--- src/rtl/fetch_queue.sv ---
// fetch_queue: instruction fetch buffer between the program counter and decode.
//
// Each accepted fetch stores the {pc, instruction} pair in a small circular
// FIFO. The head entry is presented to decode with a valid/ready handshake.
// fetch_ready is registered back-pressure: low only when every slot is
// occupied, so upstream holds the PC. flush (branch/jump redirect) and reset
// both empty the queue and return the pointers to zero on the next edge.
//
// Optional feature (macro FETCH_BYPASS_EN): when the queue is empty, a valid
// fetch is shown on dec_* in the same cycle. If decode takes it in that cycle,
// it is never written into the queue.
//
// Ports:
//   clk          in   clock, rising edge
//   reset        in   synchronous, active-high; overrides every other input
//   fetch_valid  in   fetch_pc/imem_rdata carry a valid fetch this cycle
//   fetch_pc     in   [31:0] PC of the fetched instruction
//   imem_rdata   in   [31:0] instruction word at fetch_pc
//   fetch_ready  out  queue can accept a push
//   flush        in   discard all buffered entries
//   dec_ready    in   decode accepts the head entry
//   dec_valid    out  head entry valid
//   dec_instr    out  [31:0] head instruction (0 when nothing valid)
//   dec_pc       out  [31:0] head PC (0 when nothing valid)
//   dec_pc_plus4 out  [31:0] dec_pc + 4, wrapping modulo 2^32
//   count        out  [PTR_W:0] occupied entries, 0..DEPTH

module fetch_queue #(
    parameter int unsigned DEPTH = 4,
    parameter int unsigned PTR_W = 2
) (
    input  logic             clk,
    input  logic             reset,
    input  logic             fetch_valid,
    input  logic [31:0]      fetch_pc,
    input  logic [31:0]      imem_rdata,
    output logic             fetch_ready,
    input  logic             flush,
    input  logic             dec_ready,
    output logic             dec_valid,
    output logic [31:0]      dec_instr,
    output logic [31:0]      dec_pc,
    output logic [31:0]      dec_pc_plus4,
    output logic [PTR_W:0]   count
);

    localparam int unsigned CNT_W = PTR_W + 1;
    localparam logic [CNT_W-1:0] DepthCnt = CNT_W'(DEPTH);

    logic [31:0]      mem_pc    [DEPTH];
    logic [31:0]      mem_instr [DEPTH];

    logic [PTR_W-1:0] wr_ptr_q, wr_ptr_d;
    logic [PTR_W-1:0] rd_ptr_q, rd_ptr_d;
    logic [CNT_W-1:0] count_q, count_d;

    logic             empty;
    logic             full;
    logic             push;
    logic             pop;

    always_comb begin
        empty = (count_q == '0);
        full  = (count_q == DepthCnt);
    end

    assign fetch_ready = ~full;
    assign count       = count_q;

`ifdef FETCH_BYPASS_EN
    logic bypass;

    // An empty queue forwards the live fetch straight to decode.
    assign bypass = empty & fetch_valid & ~flush;

    always_comb begin
        dec_valid = ~empty | bypass;
        dec_instr = '0;
        dec_pc    = '0;
        if (!empty) begin
            dec_instr = mem_instr[rd_ptr_q];
            dec_pc    = mem_pc[rd_ptr_q];
        end else if (bypass) begin
            dec_instr = imem_rdata;
            dec_pc    = fetch_pc;
        end
    end

    // A bypassed entry taken by decode this cycle is never stored.
    assign push = fetch_valid & fetch_ready & ~flush & ~(bypass & dec_ready);
    assign pop  = ~empty & dec_ready & ~flush;
`else
    always_comb begin
        dec_valid = ~empty;
        dec_instr = '0;
        dec_pc    = '0;
        if (!empty) begin
            dec_instr = mem_instr[rd_ptr_q];
            dec_pc    = mem_pc[rd_ptr_q];
        end
    end

    assign push = fetch_valid & fetch_ready & ~flush;
    assign pop  = dec_valid & dec_ready & ~flush;
`endif

    assign dec_pc_plus4 = dec_pc + 32'd4;

    always_comb begin
        wr_ptr_d = wr_ptr_q;
        rd_ptr_d = rd_ptr_q;
        count_d  = count_q;
        if (push) begin
            wr_ptr_d = wr_ptr_q + PTR_W'(1);
        end
        if (pop) begin
            rd_ptr_d = rd_ptr_q + PTR_W'(1);
        end
        if (push && !pop) begin
            count_d = count_q + CNT_W'(1);
        end else if (pop && !push) begin
            count_d = count_q - CNT_W'(1);
        end
    end

    always_ff @(posedge clk) begin
        if (reset || flush) begin
            wr_ptr_q <= '0;
            rd_ptr_q <= '0;
            count_q  <= '0;
        end else begin
            wr_ptr_q <= wr_ptr_d;
            rd_ptr_q <= rd_ptr_d;
            count_q  <= count_d;
        end
    end

    // Storage has no reset; occupancy alone decides what is valid.
    always_ff @(posedge clk) begin
        if (push && !reset) begin
            mem_pc[wr_ptr_q]    <= fetch_pc;
            mem_instr[wr_ptr_q] <= imem_rdata;
        end
    end

endmodule
--- config.mk ---
export PLATFORM = sky130hd
export DESIGN_NAME = fetch_queue
export DESIGN_NICKNAME = d
export VERILOG_FILES = /design/src/rtl/fetch_queue.sv
export SDC_FILE = /design/constraint.sdc
export NUM_CORES = 1
export LEC_CHECK = 0
export CAP_MARGIN = 30
export CORE_AREA = 2 2 162 164
export CTS_BUF_LIST = sky130_fd_sc_hd__clkbuf_16
export DETAILED_ROUTE_END_ITERATION = 16
export DIE_AREA = 0 0 164 166
export PLACE_DENSITY_LB_ADDON = 0.25
export SLEW_MARGIN = 20
export SYNTH_ARGS = -nofsm -noshare
export SYNTH_HDL_FRONTEND = slang
export SYNTH_SLANG_ARGS = --single-unit
export TNS_END_PERCENT = 30
--- constraint.sdc ---
create_clock -name clk -period 8.6 [get_ports clk]
set_input_delay 1.72 -clock clk [delete_from_list [all_inputs] [get_ports clk]]
set_output_delay 1.72 -clock clk [all_outputs]
set_load 0.01 [all_outputs]
# Word-level counts from Yosys, hierarchy flattened
# Memories as Yosys holds them, arrays and structs flattened. A register that Yosys moved wholly into a read port is not among the register bits.
# Cells that the tools add are included.
[classes]
addsub = 5
n_eq_ne = 1
muxes = 10
bitwise_logic = 7
reduce_logical = 9
[op_table]
columns = ["cell", "count"]
rows = [
  ["$mux 32", 2],
  ["$add 32x3->32 const B", 1],
  ["$mux 2", 4],
  ["$mux 3", 2],
  ["$add 2x1->2 const B", 2],
  ["$and 1x1->1", 4],
  ["$add 3x1->3 const B", 1],
  ["$eq 3x3->1 const B", 1],
  ["$logic_and 1x1->1", 3],
  ["$logic_not 1->1", 3],
  ["$logic_not 3->1", 1],
  ["$not 1->1", 3],
  ["$sub 3x1->3 const B", 1],
  ["$mux 1", 2],
  ["$reduce_bool 2->1", 1],
  ["$logic_or 1x1->1", 1],
]
[word_totals]
ff_bits = 7
ram_bits = 256
output_inout_bits = 101
mem_count = 2
[memory_table]
columns = ["name", "words", "width", "rd", "rd_ports_with_merged_regs", "write_ports", "line_no", "source"]
rows = [
  ["mem_instr", 4, 32, 1, 1, 1, "51", "logic [31:0] mem_instr [DEPTH];"],
  ["mem_pc", 4, 32, 1, 1, 1, "50", "logic [31:0] mem_pc [DEPTH];"],
]

# Logic depth before layout (Yosys ltp)
[logic_depth]
depth_word = 8
depth_mapped = 14

# Worst setup path before layout
# No wires, ideal clock.
[synth_timing]
kind = "reg2out"
from = "register count_q[0] (netlist: count[0])"
to = "output port dec_pc_plus4[28]"
t_arrival_ns = 2.899
path_slack_ns = 3.981
stages_incl_launch_ff = 15
path_cell_list = "dfxtp_1 > nor3_2 > inv_1 > buf_4 > clkbuf_1 > clkbuf_1 > and2_1 > ha_1 > nand2_1 > o22ai_1 > and4_1 > buf_2 > nand4_2 > or3_1 > a21oi_1"
[synth_between]
elab_chain_cells = 3
[synth_lines]
columns = ["item", "line_no", "source"]
rows = [
  ["start, declared", "55", "logic [CNT_W-1:0] count_q, count_d;"],
  ["start signal, assigned", "134", "count_q <= count_d;"],
  ["$logic_not 3->1", "63", "empty = (count_q == '0);"],
  ["$mux 32", "97", "if (!empty) begin"],
  ["named net dec_pc[3]", "42", "output logic [31:0] dec_pc,"],
  ["$add 32x3->32", "107", "assign dec_pc_plus4 = dec_pc + 32'd4;"],
  ["end, declared", "43", "output logic [31:0] dec_pc_plus4,"],
]
# The timed path passes the listed nets, and every way through them passes these cells.

==> impl_metrics.tcl <==
set metrics [dict create \
    outcome "complete, no violations" \
    multi_input_area_um2 2940 \
    ctsResizeCount 0 \
    path_clk_slew_ps 60 \
    yosys-top-cells-count "edfxtp_1 (256), and2_1 (62), mux4_2 (37)" \
    cp_data_required_time_ps 6880 \
    p_sw_uw 571 \
    dieHeight_um 166 \
    drtIter0Drc 346 \
    relSlewSlack_pct 52.2 \
    critPathSlowestCell "dfxtp_4" \
    setup.worst_path.end_class "primary output" \
    synth_top_area_share_pct 69.6 \
    fin_ws_ps 2650 \
    async_flop_share_pct 0 \
    firstDrtPassIters 5 \
    drc 0 \
    cts-hold-fix-buffers 0 \
    placed_cells 1065 \
    place_ws_ps 3110 \
    cp_max_fo 39 \
    grt_pass1_vias 6331 \
    crit_path_frequent_cell "and2_1" \
    p_leak_nw 4.59 \
    maxCapViolations 0 \
    slew_violations 0 \
    syn_nets 657 \
    yosysWarnings 0 \
    clk_latency_ps 520 \
    p_clk_share_pct 41.8 \
    ant_nets 0 \
    stdcell_area_um2 14000 \
    max_stage_delay_ps 770 \
    setup-tns-final_ps 0 \
    yosys-top-cells-area "edfxtp_1 (70%), mux4_2 (7.5%), mux4_1 (6.9%)" \
    layoutNonFillerInstCount 1117 \
    rsz0062_at_grt "no" \
    yosysSeqAreaShare_pct 71.2 \
    p_comb_share_pct 7.7 \
    area_growth_pct 27.0 \
    crit_family "buffers and inverters" \
    core_area_um2 25600 \
    grt-ovfl-total 0 \
    cts_max_path_buffers 3 \
    antenna_found_initial 2 \
    place_area_um2 13100 \
    finalSetupViolCount 0 \
    synthFlopType "edfxtp_1" \
    worstSetupPathType "reg -> out" \
    die_w_um 164 \
    cts-root-buf "clkbuf_16" \
    wire_per_inst_um 20.1 \
    yosysTopAreaCell "edfxtp_1" \
    ir_drop_v 0.000136 \
    pin_count 170 \
    dieArea_um2 27200 \
    p_per_area_nw_per_um2 203 \
    cts_setup_buffers 0 \
    p_int_mw 2.28 \
    n_fill_cell 1974 \
    io_buffers 169 \
    viasPerCell 5.23 \
    cts_sinks 265 \
    cts_made_buffers 28 \
    grt_pass1_wl_um 35100 \
    row_count 59 \
    design.final.nets 836 \
    seqPwrFrac_pct 50.4 \
    start_util_pct 43.1 \
    syn_area_per_cell_um2 19.0 \
    synth_most_common_cell "edfxtp_1" \
    via_count 5845 \
    grt_max_degree 64 \
    synthCells 581 \
    worstMarginPinSlew_ps 716 \
    swShare_pct 20.0 \
    cp_num_buf_inv 2 \
    ys_seq_elements 265 \
    period_minus_slack_ps 5950 \
    worstPathCellList "buf_4 -> mux4_1 -> and2_1 -> and4_1 -> and2_1 -> nand4_1 -> xnor2_1 -> clkdlybuf4s50_1" \
    worst_hold_path_type "reg -> reg" \
    dpl.hpwl_um 14500 \
    seq_area_um2 7880 \
    startpoint_type "register" \
    synth_area_um2 11000 \
    worst-endpoint-arrival_ps 4230 \
    min_period_over_period_pct 69.2 \
    gp_congestion 0.786 \
    synth_edf_count 256 \
    wirelength_um 22400 \
    cts_tree "yes" \
    drive_above_1_share_pct 12.5 \
    grt_util_all_layers_pct 16.7 \
    h-tree-depth 1 \
    yosysUniqueCellTypes 40 \
    hold_viol 0 \
    finClkSkew_ps 5.77 \
    fmax_mhz 168 \
]
-- logic make-up after synthesis --
group / count (synthesis) / share of synthesized area (%)
flops: 265 / 71.2
simple gates: 158 / 7.92
mux: 69 / 14.7
buf+inv: 41 / 2.28
xor+xnor: 32 / 2.54
compound gates: 9 / 0.464
fa+ha+maj: 7 / 0.861
-- path summary, 6_finish.rpt --
check	from	to	slack, ps	cells after the start
hold reg to reg	wr_ptr_q[1]$_SDFFE_PP0P_	wr_ptr_q[1]$_SDFFE_PP0P_	520	2
hold / removal	wr_ptr_q[1]$_SDFFE_PP0P_	wr_ptr_q[1]$_SDFFE_PP0P_	520	2
setup reg to reg	count[0]$_SDFFE_PP0P_	mem_instr[1][10]$_DFFE_PP_	6340	6
setup / recovery	register	dec_pc_plus4[14]	2650	8
-- layout make-up --
cell class | instances | share of cell area [%]
sequential | 265 | 56.1
clock buffer | 29 | 5.17
multi-input combinational | 275 | 20.9
clock inverter | 22 | 1.44
antenna | 1 | 0.0178
inverter | 13 | 0.348
tap | 335 | 2.99
timing repair buffer | 177 | 13.0
-- flip-flops by register name (all words and copies together) (netlist names), named ones only --
signal / cells
count: 3
rd_ptr_q: 2
wr_ptr_q: 2
mem_pc: 128
mem_instr: 128
-- worst min-delay path: stages, from the launching register on --
cell and delay (ps):
dfxtp_1 340, nand2_1 70, a21oi_1 60
-- metal layers --
layer / vias to the layer above / GRT usage, % / part of all wire (%)
li1: 2651 / - / -
met1: 2949 / 22.2 / 42
met2: 192 / 27.9 / 48
met5: - / 0 / 0.12
met4: 4 / 4.35 / 2.2
met3: 49 / 3.85 / 7.0
-- stage by stage --
stage | hold slack (ps) | power (mW) | util (%)
after floorplan | 469 | 1.55 | -
after global placement | 475 | 1.68 | 50.7
after detailed placement | 506 | 1.69 | 51.1
after CTS | 515 | 2.88 | 54.8
after global routing | 537 | 2.95 | 54.8
final | 516 | 2.85 | 54.8
-- power by group through the flow --
stage	logic, mW	clock network [mW]	registers (mW)
after floorplan	0.0909	0	1.46
after global placement	0.219	0	1.46
after detailed placement	0.223	0	1.46
after CTS	0.224	1.22	1.44
after global routing	0.240	1.28	1.44
final	0.220	1.19	1.44
-- layout by cell type (no fill, tap or decap), drive strengths merged, types with 3 or more instances in the layout --
cell type | synthesis | final
a21oi | 3 | 3
and2 | 63 | 63
and3 | 3 | 3
buf | 20 | 8
bufinv | 0 | 4
clkbuf | 8 | 29
clkdlybuf4s50 | 0 | 169
clkinv | 0 | 15
dfxtp | 9 | 9
edfxtp | 256 | 256
ha | 6 | 6
inv | 13 | 16
mux2i | 3 | 3
mux4 | 66 | 66
nand2 | 31 | 31
nand3 | 13 | 13
nand4 | 8 | 8
nor2 | 24 | 24
nor3 | 5 | 5
o21ai | 3 | 3
xnor2 | 16 | 16
xor2 | 16 | 16
No activity file was read; power rests on OpenSTA's default activity.
